==> config.mk <==
export PLATFORM = sky130hd
export DESIGN_NAME = vid_loop_pipe
export DESIGN_NICKNAME = d
export VERILOG_FILES = /design/src/rtl/vid_loop_pipe.sv
export SDC_FILE = /design/constraint.sdc
export NUM_CORES = 1
export LEC_CHECK = 0
export BUFFER_PORTS_ARGS = -buffer_cell sky130_fd_sc_hd__buf_2
export CORE_MARGIN = 3
export CORE_UTILIZATION = 40
export DETAILED_ROUTE_END_ITERATION = 8
export GPL_ROUTABILITY_DRIVEN = 0
export PLACE_DENSITY_LB_ADDON = 0.05
export SYNTH_ARGS = -nofsm -noshare
export SYNTH_HDL_FRONTEND = slang
export SYNTH_SLANG_ARGS = --single-unit
==> constraint.sdc <==
create_clock -name vin_clk -period 3 [get_ports vin_clk]
set_clock_uncertainty 0.05 [all_clocks]
set_input_delay 0.15 -clock vin_clk [delete_from_list [all_inputs] [get_ports vin_clk]]
set_output_delay 0.15 -clock vin_clk [all_outputs]
set_load 0.005 [all_outputs]
==> src/rtl/vid_loop_pipe.sv <==
// Fixed-latency HDMI loop-through stage: delays the video bus, measures each frame,
// tracks lock on a run of identical frames and blanks pixel data when asked or unstable.
module vid_loop_pipe #(
    parameter int unsigned DW          = 24,
    parameter int unsigned DELAY       = 3,
    parameter int unsigned HCNT_W      = 12,
    parameter int unsigned VCNT_W      = 12,
    parameter int unsigned LOCK_FRAMES = 2,
    parameter int unsigned TIMEOUT     = 4000000
) (
    input  logic              vin_clk,
    input  logic              rst_n,
    input  logic              vin_hs,
    input  logic              vin_vs,
    input  logic              vin_de,
    input  logic [DW-1:0]     vin_data,
    input  logic [1:0]        mode,
    output logic              vout_hs,
    output logic              vout_vs,
    output logic              vout_de,
    output logic [DW-1:0]     vout_data,
    output logic [HCNT_W-1:0] h_active,
    output logic [VCNT_W-1:0] v_active,
    output logic              stable
);

    localparam int unsigned BW   = DW + 3;
    localparam int unsigned WD_W = $clog2(TIMEOUT + 1);

    typedef enum logic [1:0] {
        S_UNLOCK = 2'd0,
        S_CHECK  = 2'd1,
        S_LOCKED = 2'd2
    } state_t;

    // ---------------------------------------------------------------- delay line
    // Bus word layout: {hs, vs, de, data}
    logic [BW-1:0] stage_in [DELAY];
    logic [BW-1:0] pipe     [DELAY];
    logic [BW-1:0] last_in;
    logic [1:0]    mode_q;
    logic [1:0]    mode_eff;
    logic          out_frame_start;
    logic          mute;

    assign stage_in[0] = {vin_hs, vin_vs, vin_de, vin_data};

    for (genvar g = 1; g < DELAY; g++) begin : g_link
        assign stage_in[g] = pipe[g-1];
    end

    // The mode sampled at an output frame start already governs that frame's first word
    assign out_frame_start = stage_in[DELAY-1][DW+1] & ~pipe[DELAY-1][DW+1];
    assign mode_eff        = out_frame_start ? mode : mode_q;
    assign mute            = (mode_eff == 2'd1) || ((mode_eff == 2'd2) && !stable);

    always_comb begin
        last_in = stage_in[DELAY-1];
        if (mute) begin
            last_in[DW-1:0] = '0;
        end
    end

    always_ff @(posedge vin_clk or negedge rst_n) begin
        if (!rst_n) begin
            for (int i = 0; i < int'(DELAY); i++) begin
                pipe[i] <= '0;
            end
            mode_q <= 2'd0;
        end else begin
            for (int i = 0; i < int'(DELAY) - 1; i++) begin
                pipe[i] <= stage_in[i];
            end
            pipe[DELAY-1] <= last_in;
            mode_q        <= mode_eff;
        end
    end

    assign {vout_hs, vout_vs, vout_de, vout_data} = pipe[DELAY-1];

    // ---------------------------------------------------------------- measurement
    logic              de_d;
    logic              vs_d;
    logic [HCNT_W-1:0] pix_cnt;
    logic [HCNT_W-1:0] ref_w;
    logic [HCNT_W-1:0] ref_w_nxt;
    logic [VCNT_W-1:0] line_cnt;
    logic [VCNT_W-1:0] line_cnt_nxt;
    logic              frame_bad;
    logic              frame_bad_nxt;
    logic              line_end;
    logic              frame_close;
    logic              frame_ok;
    logic [WD_W-1:0]   wd_cnt;
    logic [WD_W-1:0]   wd_nxt;
    logic              wd_hit;

    assign line_end    = de_d & ~vin_de;
    assign frame_close = ~vs_d & vin_vs;

    // Fold a line ending this cycle into the totals before a same-cycle frame close
    always_comb begin
        line_cnt_nxt  = line_cnt;
        ref_w_nxt     = ref_w;
        frame_bad_nxt = frame_bad;
        if (line_end) begin
            if (line_cnt != '1) begin
                line_cnt_nxt = line_cnt + VCNT_W'(1);
            end
            if (line_cnt == '0) begin
                ref_w_nxt = pix_cnt;
            end else if (pix_cnt != ref_w) begin
                frame_bad_nxt = 1'b1;
            end
        end
    end

    // h_active/v_active double as the previous-frame reference
    assign frame_ok = !frame_bad_nxt && (line_cnt_nxt != '0)
                      && (ref_w_nxt == h_active) && (line_cnt_nxt == v_active);

    always_comb begin
        if (frame_close) begin
            wd_nxt = '0;
        end else if (wd_cnt == WD_W'(TIMEOUT)) begin
            wd_nxt = wd_cnt;
        end else begin
            wd_nxt = wd_cnt + WD_W'(1);
        end
    end

    assign wd_hit = (wd_nxt == WD_W'(TIMEOUT));

    always_ff @(posedge vin_clk or negedge rst_n) begin
        if (!rst_n) begin
            de_d      <= 1'b0;
            vs_d      <= 1'b0;
            pix_cnt   <= '0;
            ref_w     <= '0;
            line_cnt  <= '0;
            frame_bad <= 1'b0;
            wd_cnt    <= '0;
            h_active  <= '0;
            v_active  <= '0;
        end else begin
            de_d   <= vin_de;
            vs_d   <= vin_vs;
            wd_cnt <= wd_nxt;
            if (frame_close) begin
                pix_cnt   <= '0;
                ref_w     <= '0;
                line_cnt  <= '0;
                frame_bad <= 1'b0;
            end else begin
                ref_w     <= ref_w_nxt;
                line_cnt  <= line_cnt_nxt;
                frame_bad <= frame_bad_nxt;
                if (line_end) begin
                    pix_cnt <= '0;
                end else if (vin_de && (pix_cnt != '1)) begin
                    pix_cnt <= pix_cnt + HCNT_W'(1);
                end
            end
            if (wd_hit) begin
                h_active <= '0;
                v_active <= '0;
            end else if (frame_close) begin
                h_active <= ref_w_nxt;
                v_active <= line_cnt_nxt;
            end
        end
    end

    // ---------------------------------------------------------------- lock FSM
    state_t     state;
    state_t     state_nxt;
    logic [3:0] match_cnt;
    logic [3:0] match_nxt;

    always_ff @(posedge vin_clk or negedge rst_n) begin
        if (!rst_n) begin
            state     <= S_UNLOCK;
            match_cnt <= 4'd0;
        end else begin
            state     <= state_nxt;
            match_cnt <= match_nxt;
        end
    end

    always_comb begin
        state_nxt = state;
        match_nxt = match_cnt;
        if (wd_hit) begin
            state_nxt = S_UNLOCK;
            match_nxt = 4'd0;
        end else if (frame_close) begin
            case (state)
                S_UNLOCK: begin
                    if (frame_ok) begin
                        match_nxt = 4'd1;
                        state_nxt = (LOCK_FRAMES == 1) ? S_LOCKED : S_CHECK;
                    end else begin
                        match_nxt = 4'd0;
                    end
                end
                S_CHECK: begin
                    if (frame_ok) begin
                        match_nxt = match_cnt + 4'd1;
                        if ((match_cnt + 4'd1) >= 4'(LOCK_FRAMES)) begin
                            state_nxt = S_LOCKED;
                        end
                    end else begin
                        state_nxt = S_UNLOCK;
                        match_nxt = 4'd0;
                    end
                end
                S_LOCKED: begin
                    if (!frame_ok) begin
                        state_nxt = S_UNLOCK;
                        match_nxt = 4'd0;
                    end
                end
                default: begin
                    state_nxt = S_UNLOCK;
                    match_nxt = 4'd0;
                end
            endcase
        end
    end

    always_comb begin
        stable = (state == S_LOCKED);
    end

endmodule

==> flow_metrics.tcl <==
set metrics [dict create \
    status "completed" \
    critPathMaxStageDelay_ps 570 \
    ir_worst_vdd_v 0.000355 \
    start_util_pct 41.6 \
    rsz0062_at_grt "yes" \
    power_frac_comb_pct 15.2 \
    fin_crit_sh_pct 97.4 \
    viasPerCell 5.32 \
    grt_max_degree 90 \
    critPathTopFamily "simple AND/OR/NAND/NOR gates" \
    worst-path-buf-inv 2 \
    hold_viol 0 \
    area_growth_pct 22.8 \
    synth_async_sr_flop_share_pct 100 \
    synth_edf_count 0 \
    cp_cell_sequence "inv_1, ha_2, nor3b_4, nand4_4, or4_4, a32oi_4, nand3_2, nor4_4, buf_4, a31oi_2, o22ai_2" \
    critPathCaptureType "flop" \
    yosys-top-cells-count "dfrtp_1 (172), nor2_1 (91), xor2_1 (40)" \
    clock.fmax_ghz 0.342 \
    die_h_microns 150 \
    slew_headroom_pct 44.0 \
    yosysTopAreaCell "dfrtp_1" \
    vias 6328 \
    ys_seq_area_share_pct 52.2 \
    path_class "reg2reg" \
    cp_slowest_cell "or4_4" \
    p_seq_share_pct 44.9 \
    yosys-top-cells-area "dfrtp_1 (52%), xor2_1 (4.2%), nor2_1 (4.1%), buf_4 (2.4%), and2_1 (2.4%)" \
    clkTransAtPathRegs_ps 70 \
    grt_pass1_vias 6201 \
    fin_util_pct 51.0 \
    hold_class "reg2reg" \
    dp_cells 1115 \
    insertedDiodeCount 0 \
    synth_most_common_cell "dfrtp_1" \
    antenna_found_initial 0 \
    routed_wl_microns 20700 \
    maxCapViolations 0 \
    core-area_sq_um 19800 \
    worst_skew_pair.late_latency_ps 430 \
    final_cells 1189 \
    avgSynthCellArea_sq_um 10.4 \
    grt_overflow_total 0 \
    synth_top_flop_cell "dfrtp_1" \
    crit_fanout 3 \
    remaining_drc_errors 0 \
    worst_pin_slew_ps 841 \
    report.final.slew_viol_count 0 \
    critPathRequiredTime_ps 3300 \
    fin_nets 949 \
    ant_nets 0 \
    syn_area_sq_um 8250 \
    die_area_sq_um 22400 \
    grt_first_pass_wirelength_microns 33700 \
    synth_seq_cells 172 \
    p_sw_uw 1680 \
    p_leak_uw 0.00467 \
    port_buffers 82 \
    powerDensity_nw_per_um2 569 \
    clk_path_buf_depth 2 \
    drt_pass1_iterations 6 \
    synth.net_count 833 \
    cts_tree "yes" \
    arrival_ps 3220 \
    cts_buffers 17 \
    cts_root_buf "clkbuf_16" \
    p_int_uw 4090 \
    critPathLaunchType "flop" \
    drtIter0Drc 516 \
    row_count 51 \
    grt.total_usage_pct 19.0 \
    layout-drive-gt1-share_pct 21.8 \
    hpwlAfterDp_microns 14400 \
    clock-sinks 172 \
    p_clk_share_pct 39.9 \
    setup_viol 0 \
    io_pins 83 \
    yosysUniqueCellTypes 77 \
    die_w_microns 150 \
    wl_per_cell_microns 17.4 \
    swShare_pct 29.1 \
    yosysTopAreaCellShare_pct 52.2 \
    period_needed_ps 2920 \
    power.total_uw 5770 \
    netlist_instances 795 \
    h-tree-depth 4 \
    yosysWarnings 0 \
]
## kinds of logic (layout without fill, tap and decap cells)
family                     count (synthesis)  after routing  synth area share, %
AOI/OAI and AO/OA                        132            132                 10.9
and+or+nand+nor                          316            316                 21.8
adders and majority gates                  7              7                 1.06
muxes                                     20             20                 2.44
DFF                                      172            172                 52.2
buffers and inverters                     92            221                 5.60
xor gates and xnor gates                  56             56                 5.95
## worst paths after layout
check | from | endpoint | slack, ps | cells after the start
hold / removal | pipe[68]$_DFF_PN0_ | pipe[41]$_DFF_PN0_ | 300 | 0
setup / recovery | line_cnt[0]$_DFF_PN0_ | match_cnt[2]$_DFFE_PN0P_ | 80 | 11
hold reg to reg | pipe[68]$_DFF_PN0_ | pipe[41]$_DFF_PN0_ | 300 | 0
min in group asynchronous | rst_n | vout_data[15]$_DFF_PN0_ | 310 | 2
setup reg to reg | line_cnt[0]$_DFF_PN0_ | match_cnt[2]$_DFFE_PN0P_ | 80 | 11
max in group asynchronous | rst_n | pipe[38]$_DFF_PN0_ | 1840 | 3
## power by group through the flow
| stage | combinational [uW] | sequential, uW | clock (uW) |
|---|---|---|---|
| after global placement | 794 | 2630 | 0 |
| final | 878 | 2590 | 2300 |
| after CTS | 844 | 2590 | 2370 |
| after detailed placement | 799 | 2630 | 0 |
| after floorplan | 537 | 2600 | 0 |
| after global routing | 979 | 2610 | 2470 |
## cells in the final DEF (no fill, tap or decap), types with 19 or more instances in the layout
cell,count
inv_1,25
nand4_1,20
nor2_1,91
buf_2,81
nand2_1,38
a211oi_1,19
dlygate4sd3_1,30
nand3_1,27
buf_4,47
dfrtp_1,172
a21oi_1,36
xor2_1,40
and2_1,31
## flip-flops by register name, indices dropped and copies added (netlist names)
signal,count
line_cnt,12
vout_data,24
vout_vs,1
state,2
vout_de,1
last_in,3
pix_cnt,12
match_cnt,4
wd_cnt,22
h_active,12
mode_q,2
frame_bad,1
v_active,12
pipe,51
vout_hs,1
ref_w,12
## worst register-to-register path, cell delays in order (launching register included)
cell and delay [ps]:
dfrtp_1 400, inv_1 90, ha_2 190, nor3b_4 250, nand4_4 160, or4_4 570, a32oi_4 190, nand3_2 110
nor4_4 360, buf_4 170, a31oi_2 120, o22ai_2 200
## what timing repair did
action | in CTS | in global routing
endpoints found under the hold margin | 116 | 0
cloned | 0 | 1
setup buffers | 1 | 10
pin swaps | 2 | 11
gates resized for setup | 7 | 14
setup endpoints to repair | 6 | 7
hold buffers | 30 | 0
## cell type report
| class | instances | area, sq um |
|---|---|---|
| inverters | 25 | 93.8 |
| clock inverters | 15 | 200 |
| well taps | 265 | 332 |
| fillers | 1774 | 9710 |
| repair buffers | 164 | 1170 |
| multi-input cells | 531 | 3600 |
| clock buffers | 17 | 425 |
| flip-flops and latches | 172 | 4300 |
## through the flow
stage / TNS (ps) / hold slack, ps / worst slack [ps] / area (sq um)
floorplan: 0 / -196 / 12.0 / 8250
global placement: 0 / 208 / 56.6 / 8980
detailed placement: -151 / 209 / -76.5 / 8980
CTS: 0 / 284 / 1.96 / 9950
global route: -105 / 278 / -27.6 / 10100
finish: 0 / 300 / 78.3 / 10100
## layer usage
layer / vias up / part of all wire [%] / global-route usage [%]
met3: 41 / 5.5 / 4.30
met5: - / 0 / 0
met4: 0 / 2.1 / 6.09
met1: 3076 / 46 / 26.3
met2: 203 / 46 / 29.9
li1: 3008 / - / -
Note: power is estimated with default switching activity, not from simulation.
